File: src/rtl/pe_fetch_ctrl_pkg.sv
// Shared definitions for the PE fetch sequencer.
// State encoding for the IDLE/RUN/DRAIN controller.
package pe_fetch_ctrl_pkg;

  typedef enum logic [1:0] {
    PE_FC_IDLE  = 2'd0,
    PE_FC_RUN   = 2'd1,
    PE_FC_DRAIN = 2'd2
  } pe_fc_state_e;

endpackage

File: src/rtl/pe_fetch_loop_ctrl.sv
// Zero-overhead hardware loop for the PE fetch path.
// Holds loop bounds, armed flag and remaining count.
module pe_fetch_loop_ctrl #(
  parameter int PC_W       = 10,
  parameter int LOOP_CNT_W = 8
) (
  input  logic                  iClk,
  input  logic                  iReset_n,
  input  logic                  iLoad,
  input  logic [PC_W-1:0]       iLoop_Start,
  input  logic [PC_W-1:0]       iLoop_End,
  input  logic [LOOP_CNT_W-1:0] iLoop_Count,
  input  logic [PC_W-1:0]       iPC,
  input  logic                  iStep,
  output logic                  oLoop_Take,
  output logic [PC_W-1:0]       oLoop_Start_PC
);

  logic                  armed;
  logic [PC_W-1:0]       start_pc;
  logic [PC_W-1:0]       end_pc;
  logic [LOOP_CNT_W-1:0] remaining;
  logic                  hit;
  logic                  last;
  logic                  take;
  logic                  leave;

  assign hit   = armed && (iPC == end_pc);
  assign last  = (remaining == LOOP_CNT_W'(1));
  assign take  = iStep && hit && !last &&
                 (remaining != '0);
  assign leave = iStep && hit && last;

  assign oLoop_Take     = take;
  assign oLoop_Start_PC = start_pc;

  // A load wins over the decrement; the
  // decision this cycle already used old regs.
  always_ff @(posedge iClk or negedge iReset_n) begin
    if (!iReset_n) begin
      armed     <= 1'b0;
      start_pc  <= '0;
      end_pc    <= '0;
      remaining <= '0;
    end else if (iLoad) begin
      start_pc  <= iLoop_Start;
      end_pc    <= iLoop_End;
      remaining <= iLoop_Count;
      armed     <= (iLoop_Count != '0);
    end else if (take) begin
      remaining <= remaining - LOOP_CNT_W'(1);
    end else if (leave) begin
      remaining <= '0;
      armed     <= 1'b0;
    end
  end

endmodule

File: src/rtl/pe_fetch_ctrl.sv
// PE instruction fetch sequencer: PC, IMEM read port,
// branch squash, stall, halt drain and hardware loop.
import pe_fetch_ctrl_pkg::*;

module pe_fetch_ctrl #(
  parameter int PC_W         = 10,
  parameter int LOOP_CNT_W   = 8,
  parameter int DRAIN_CYCLES = 3
) (
  input  logic                  iClk,
  input  logic                  iReset_n,
  input  logic                  iStart,
  input  logic [PC_W-1:0]       iStart_PC,
  output logic                  oBusy,
  output logic                  oDone,
  input  logic                  iStall,
  input  logic                  iBranch_Valid,
  input  logic [PC_W-1:0]       iBranch_Target,
  input  logic                  iHalt,
  input  logic                  iLoop_Set,
  input  logic [PC_W-1:0]       iLoop_Start,
  input  logic [PC_W-1:0]       iLoop_End,
  input  logic [LOOP_CNT_W-1:0] iLoop_Count,
  output logic [PC_W-1:0]       oIMEM_Addr,
  output logic                  oIMEM_Read_En,
  output logic                  oFetch_Valid
);

  localparam int DW =
    (DRAIN_CYCLES < 2) ? 1 : $clog2(DRAIN_CYCLES);
  localparam logic [DW-1:0] DRAIN_LAST =
    DW'(DRAIN_CYCLES - 1);

  pe_fc_state_e    state;
  logic [PC_W-1:0] pc;
  logic            rd_en;
  logic            fetch_valid;
  logic            done;
  logic [DW-1:0]   drain_cnt;

  logic            frozen;
  logic            run_go;
  logic            squash;
  logic            step;
  logic            loop_take;
  logic [PC_W-1:0] loop_start_pc;

  assign frozen = iStall && (state != PE_FC_IDLE);
  assign run_go = (state == PE_FC_RUN) && !iStall;
  assign squash = run_go && (iHalt || iBranch_Valid);
  assign step   = run_go && !iHalt && !iBranch_Valid;

  pe_fetch_loop_ctrl #(
    .PC_W       (PC_W),
    .LOOP_CNT_W (LOOP_CNT_W)
  ) u_loop (
    .iClk           (iClk),
    .iReset_n       (iReset_n),
    .iLoad          (iLoop_Set && !frozen),
    .iLoop_Start    (iLoop_Start),
    .iLoop_End      (iLoop_End),
    .iLoop_Count    (iLoop_Count),
    .iPC            (pc),
    .iStep          (step),
    .oLoop_Take     (loop_take),
    .oLoop_Start_PC (loop_start_pc)
  );

  always_ff @(posedge iClk or negedge iReset_n) begin
    if (!iReset_n) begin
      state       <= PE_FC_IDLE;
      pc          <= '0;
      rd_en       <= 1'b0;
      fetch_valid <= 1'b0;
      done        <= 1'b0;
      drain_cnt   <= '0;
    end else begin
      done <= 1'b0;
      // The word returning now was fetched last
      // cycle; a branch/halt makes it wrong-path.
      if (!frozen)
        fetch_valid <= rd_en && !squash;
      case (state)
        PE_FC_IDLE: begin
          if (iStart) begin
            pc    <= iStart_PC;
            rd_en <= 1'b1;
            state <= PE_FC_RUN;
          end
        end
        PE_FC_RUN: begin
          if (!iStall) begin
            if (iHalt) begin
              rd_en     <= 1'b0;
              drain_cnt <= '0;
              state     <= PE_FC_DRAIN;
            end else if (iBranch_Valid) begin
              pc <= iBranch_Target;
            end else if (loop_take) begin
              pc <= loop_start_pc;
            end else begin
              pc <= pc + PC_W'(1);
            end
          end
        end
        PE_FC_DRAIN: begin
          if (!iStall) begin
            if (drain_cnt == DRAIN_LAST) begin
              drain_cnt <= '0;
              done      <= 1'b1;
              state     <= PE_FC_IDLE;
            end else begin
              drain_cnt <= drain_cnt + DW'(1);
            end
          end
        end
        default: state <= PE_FC_IDLE;
      endcase
    end
  end

  assign oBusy         = (state != PE_FC_IDLE);
  assign oDone         = done;
  assign oIMEM_Addr    = pc;
  assign oIMEM_Read_En = rd_en;
  assign oFetch_Valid  = fetch_valid;

endmodule

File: config.mk
export PLATFORM = sky130hd
export DESIGN_NAME = pe_fetch_ctrl
export DESIGN_NICKNAME = d
export VERILOG_FILES = /design/src/rtl/pe_fetch_ctrl_pkg.sv /design/src/rtl/pe_fetch_loop_ctrl.sv /design/src/rtl/pe_fetch_ctrl.sv
export SDC_FILE = /design/constraint.sdc
export NUM_CORES = 1
export LEC_CHECK = 0
export ABC_AREA = 1
export CAP_MARGIN = 20
export CORE_ASPECT_RATIO = 0.6
export CORE_UTILIZATION = 45
export DETAILED_ROUTE_END_ITERATION = 6
export HOLD_SLACK_MARGIN = 0.05
export PLACE_DENSITY = 0.75
export SKIP_LAST_GASP = 1
export SLEW_MARGIN = 30
export SYNTH_ARGS = -nofsm -noshare
export SYNTH_HDL_FRONTEND = slang
export SYNTH_SLANG_ARGS = --single-unit
File: constraint.sdc
create_clock -name iClk -period 1.5 [get_ports iClk]
set_input_delay 0.3 -clock iClk [delete_from_list [all_inputs] [get_ports iClk]]
set_output_delay 0.3 -clock iClk [all_outputs]
set_load 0.005 [all_outputs]
# ---- Word-level counts from Yosys, hierarchy flattened
# Index checks and enable logic that the tools add are counted.
dict set report totals {
  inputBits 55
  ff_bits 46
  word_cells 87
}
dict set report classes {
  addsub 3
  n_reduce_logical 32
  n_mux 30
  eq_ne 12
}
# operator count
set op_table {}
lappend op_table {{$mux W10} 5}
lappend op_table {{$mux W8} 3}
lappend op_table {{$pmux W10 S2} 1}
lappend op_table {{$mux W2} 9}
lappend op_table {{$reduce_bool A8 Y1} 2}
lappend op_table {{$logic_and A1 B1 Y1} 12}
lappend op_table {{$ne A2 B2 Y1 const B} 6}
lappend op_table {{$reduce_and A4 Y1} 3}
lappend op_table {{$add A10 B1 Y10 const B} 1}
lappend op_table {{$eq A10 B10 Y1} 1}
lappend op_table {{$mux W1} 9}
lappend op_table {{$eq A8 B1 Y1 const B} 1}
lappend op_table {{$reduce_bool A2 Y1} 4}
lappend op_table {{$sub A8 B1 Y8 const B} 1}
lappend op_table {{$logic_not A1 Y1} 6}
lappend op_table {{$pmux W2 S3} 1}
lappend op_table {{$reduce_and A5 Y1} 1}
lappend op_table {{$eq A2 B2 Y1 const B} 2}
lappend op_table {{$pmux W2 S2} 1}
lappend op_table {{$reduce_bool A3 Y1} 1}
lappend op_table {{$add A2 B1 Y2 const B} 1}
lappend op_table {{$eq A2 B1 Y1 const B} 1}
lappend op_table {{$logic_not A2 Y1} 1}
lappend op_table {{$ne A2 B1 Y1 const B} 1}
lappend op_table {{other kinds (3)} 3}

# ---- Logic depth before layout (Yosys ltp)
dict set report depth {
  depth_word 12
  depth_mapped 12
  ltp_nobuf 11
}

# ---- By module
# Synthesis repeated with hierarchy kept, for this count alone.
dict set report unflattened {
  cells_unflattened 431
  area_unflattened_um2 3069.2
}
# module cells_each area_each_um2 instances
set by_module_without_submodules {}
lappend by_module_without_submodules {pe_fetch_loop_ctrl 236 1760.4 1}
lappend by_module_without_submodules {pe_fetch_ctrl 195 1308.8 1}

# ---- Least setup slack after synthesis
# OpenSTA, ideal clock, no wires.
dict set report synth_timing {
  path_kind {register to register}
  start {register u_loop.remaining[0]}
  end {register u_loop.remaining[1]}
  path_slack_ps -100
  path_buffers 1
  setup_ps 123
  t_arrival_ps 1477
  path_stages_with_launch 11
  period_less_slack_ps 1600
  path_cell_list {dfrtp_1 > inv_1 > ha_1 > nand3_1 > o21ai_0 > nand2_2 > nand3_4 > buf_6 > nor3_2 > a21oi_1 > o21ai_2}
}
dict set report synth_via {
  elab_chain_len 6
  elab_cells_between_ends 10
  classes_between {1 x add/sub; 1 x eq/ne; 2 x mux; 6 x reduce/logical}
}
# element line
set synth_rtl {}
lappend synth_rtl {{from (decl)} pe_fetch_loop_ctrl.sv:22} ;# logic [LOOP_CNT_W-1:0] remaining;
lappend synth_rtl {{from (signal assigned)} pe_fetch_loop_ctrl.sv:48} ;# remaining <= iLoop_Count;
lappend synth_rtl {{from (signal assigned)} pe_fetch_loop_ctrl.sv:51} ;# remaining <= remaining - LOOP_CNT_W'(1);
lappend synth_rtl {{branches (longest 6 deep; another with $sub A8 B1 Y8)} n/a}
# Several ways; the timed one is not identified.
# A chain may end at the register's enable or synchronous reset.

# ---- Final worst setup path
dict set report layout_timing {
  start {register pc[7] (netlist: oIMEM_Addr[7])}
  end {register pc[9] (netlist: oIMEM_Addr[9])}
}
dict set report layout_via {
  elab_chain_len 10
  elab_cells_between_ends 11
  classes_between {1 x add/sub; 1 x eq/ne; 5 x mux; 4 x reduce/logical}
}
# element line
set layout_rtl {}
lappend layout_rtl {{from (decl)} pe_fetch_ctrl.sv:35} ;# logic [PC_W-1:0] pc;
lappend layout_rtl {{from (signal assigned)} pe_fetch_ctrl.sv:86} ;# pc <= iStart_PC;
lappend layout_rtl {{from (signal assigned)} pe_fetch_ctrl.sv:98} ;# pc <= iBranch_Target;
lappend layout_rtl {{from (signal assigned)} pe_fetch_ctrl.sv:100} ;# pc <= loop_start_pc;
lappend layout_rtl {{branches (longest 5 deep; another with $add A10 B1 Y10)} n/a}
lappend layout_rtl {{$mux W10 *} pe_fetch_ctrl.sv:99} ;# end else if (loop_take) begin
lappend layout_rtl {{$mux W10 *} pe_fetch_ctrl.sv:97} ;# end else if (iBranch_Valid) begin
lappend layout_rtl {{$mux W10 *} pe_fetch_ctrl.sv:93} ;# if (iHalt) begin
lappend layout_rtl {{$mux W10 *} pe_fetch_ctrl.sv:92} ;# if (!iStall) begin
lappend layout_rtl {{$pmux W10 S2 *} pe_fetch_ctrl.sv:83} ;# case (state)
# Every way passes the cells marked *. The select of a mux whose other input is x is not followed.

==> metrics.csv <==
stage,metric,value,unit
critical_path,critical path peak fanout,5,
run,max cap viols,0,
timing,"Hold Vio Cnt, Final",0,
logic_synthesis,number of synthesized flops with an enable pin,0,
die,core box area,6140,um2
timing,unrepaired setup endpoints after global routing,true,
min_path,worst hold path type,input pin to async pin,
route,Antenna Violating Nets Remaining,0,
power_and_ir_drop,Tot Pwr,0.00843,W
run_status,failing checks,setup timing,
cells_and_area,share of cells above drive strength 1,31.4,%
die,die extent in x,105,um
power_and_ir_drop,peak supply drop,988,uV
cells_and_area,Ant. Diodes,0,
critical_path,crit-path most repeated cell,nand2_1,
cells_and_area,Fillers,429,
global_routing,GRT Overall Usage,29.0,%
cells_and_area,Finished Cell Area,4750,um2
timing,Least-Margin Pin Slew,477,ps
critical_path,"Req. time, crit path",1740,ps
route,routed wire length,10.5,mm
clocking,# H-tree levels,2,
clocking,Clock Sinks,46,
timing,Tmin final,1840,ps
die,die footprint,6740,um2
logic_synthesis,syn_area_per_cell,7.17,um2
cells_and_area,Seq. cell area,1150,um2
die,io pins,69,
route,Vias,3494,
route,per-cell routed wire length,16.2,um
critical_path,WS Path Type,flip-flop to flip-flop,
place,post-DP HPWL,6.42,mm
global_routing,initial antenna violation count,0,
clocking,Root Buffer,clkbuf_8,
logic_synthesis,synth warn,0,
run_status,status,"complete, but fails checks",
cells_and_area,final core area utilization,77.3,%
logic_synthesis,post-synthesis cell type count,36,
logic_synthesis,"Async S/R FF share, synth",100,%
logic_synthesis,Cells after Synth,402,
power_and_ir_drop,pwr dens,1780,nW/um2
clocking,worst-skew pair later-pin latency,300,ps
timing,Achievable Freq,545,MHz
power_and_ir_drop,leak pwr,2.34,nW
die,Initial Utilization,46.9,%
route,Initial DRC Count,383,
cells_and_area,Nets,617,
logic_synthesis,Yosys reg bits,46,
critical_path,CP cell instances,inv_2 -> nand2_1 -> nand2_1 -> nor2_1 -> nand2_1 -> nor2_4 -> buf_6 -> nand4_1 -> nand3_1 -> nand2_1 -> a21oi_2,
place,Cells after DPL,602,
cells_and_area,Layout area overhead,64.7,%
timing,headroom to the max-slew limit,68.2,%
timing,Tcrit/Tclk final,122,%
route,Vias/cell,5.43,
route,Pre-Repair DR Iteration Count,6,
timing,Setup-failing EPs final,22,
logic_synthesis,Main synth FF type,dfrtp_1,
place,PortBufs,68,
timing,Clock Skew,7.04,ps
critical_path,Max stage delay on crit path,470,ps
place,RePlAce Congestion,0.902,
cells_and_area,fin cells,644,
clocking,"Reg clk slew, reported paths",90,ps
place,area post-placement,4130,um2
logic_synthesis,Post-Syn Nets,460,
critical_path,R2R Setup Slk,-340,ps
critical_path,WP data arrival,2070,ps
cells_and_area,multi-input logic area,1730,um2
logic_synthesis,cell area after synthesis,2880,um2
timing,setup tns final,-5520,ps
die,Die Height,64.0,um
critical_path,FF-to-FF Start,oIMEM_Addr[7],
timing,Max Slew Vio Count,0,
clocking,CTS buffer count,5,
critical_path,R2R Path End,oIMEM_Addr[9],
global_routing,vias in the first global route,3147,
global_routing,Overflow after GRT,0,
logic_synthesis,post-synthesis sequential area ratio,39.9,%
clocking,Max Root-Sink Buffers,2,
die,# rows,22,
critical_path,crit end category,flip-flop,
timing,final setup margin,-336,ps
critical_path,Slowest cell on crit path,dfrtp_1,
critical_path,worst reg2reg path depth,11,
route,DR DRC count,0,
clocking,CTS tree,yes,
global_routing,first-pass GRT wire length,15.0,mm
global_routing,pin count of the biggest net entering global routing,30,
critical_path,Startpoint Class,flip-flop,
worst max path at each step:
stage | start | to
3_5_place_dp | iHalt | oIMEM_Addr[9]
3_3_place_gp | iHalt | oIMEM_Addr[6]
5_1_grt | oIMEM_Addr[3] | oIMEM_Addr[4]
4_1_cts | oIMEM_Addr[1] | oIMEM_Addr[9]
2_1_floorplan | u_loop.remaining[0] | u_loop.remaining[1]
6_report | oIMEM_Addr[7] | oIMEM_Addr[9]
placed cells by master (no fill, tap or decap), drive strengths merged:
cell,instances
xnor2,6
o21ai,13
dlygate4sd3,1
dlymetal6s2s,1
nor4,2
bufinv,1
nand2,129
o31ai,1
a31o,1
clkdlybuf4s50,52
clkbuf,9
xor2,10
nand4,22
ha,3
o221ai,1
clkinv,2
buf,91
nor3,4
a21oi,33
nand3b,4
or2,1
dlygate4sd2,13
nor2,51
dfrtp,46
inv,43
nand3,20
cell families (layout without fill, tap and decap cells):
logic type               after synthesis  after routing  share of synthesized area, %
flip-flops                            46             46                          39.9
adder cells (fa/ha/maj)                3              3                          1.30
buffers and inverters                 58            213                          8.51
AND/OR/NAND/NOR                      230            233                          36.1
AO/OA/AOI/OAI                         49             49                          9.25
XOR/XNOR                              16             16                          4.86
state kept, by name, summed over array words and instances (netlist names), 2 cells and up:
signal,count
oIMEM_Addr,10
u_loop.end_pc,10
u_loop.oLoop_Start_PC,10
u_loop.remaining,8
drain_cnt,2
state,2
metal layers:
metal  track usage, %  wire length, um  share of wire (%)
met3             5.92             1020                9.8
met4             9.51              404                3.9
met1             39.4             4350                 42
met2             46.4             4690                 45
met5                0                0                  0
repair_timing:
action,in CTS,in global routing
setup buffers,16,10
hold endpoints to repair,17,0
gates resized for setup,49,48
cloned,5,3
setup endpoints to repair,48,43
hold buffers,1,0
pin swaps,14,14
layout make-up:
| type | count | area share, % |
|---|---|---|
| Multi-Input combinational cell | 301 | 36.4 |
| Timing Repair Buffer | 160 | 30.8 |
| Sequential cell | 46 | 24.3 |
| Inverter | 43 | 3.66 |
| Tap cell | 84 | 2.21 |
| Clock buffer | 7 | 1.61 |
| Clock inverter | 1 | 0.633 |
| Timing Repair inverter | 2 | 0.369 |
cells in the mapped netlist (5+ instances only):
library cell,n,area share [%]
o21ai_0,10,1.7
nand3_1,17,3.0
xor2_1,10,3.0
inv_1,38,5.0
nand2_1,124,16
xnor2_1,6,1.8
nor2_1,47,6.1
nand4_1,20,4.3
buf_2,6,1.0
a21oi_1,32,5.6
nand2_2,5,1.1
dfrtp_1,46,40
critical path, delay by kind of cell (launching register included):
kind | cells | cell delay [ps]
AOI/OAI and AO/OA | 1 | 120
DFF | 1 | 470
buffers and inverters | 2 | 240
and+or+nand+nor | 8 | 940
stage by stage:
stage	hold WS (ps)	worst slack, ps
6_report	480	-336
5_1_grt	514	-406
4_1_cts	491	-158
3_5_place_dp	279	-552
3_3_place_gp	279	-502
2_1_floorplan	4.41	-2.61
where the power goes:
| part | internal [W] | total [W] | switching [W] |
|---|---|---|---|
| logic | 0.00260 | 0.00531 | 0.00271 |
| clock network | 0.000499 | 0.000928 | 0.000429 |
| registers | 0.00172 | 0.00220 | 0.000474 |
(Power assumes the default switching activity.)
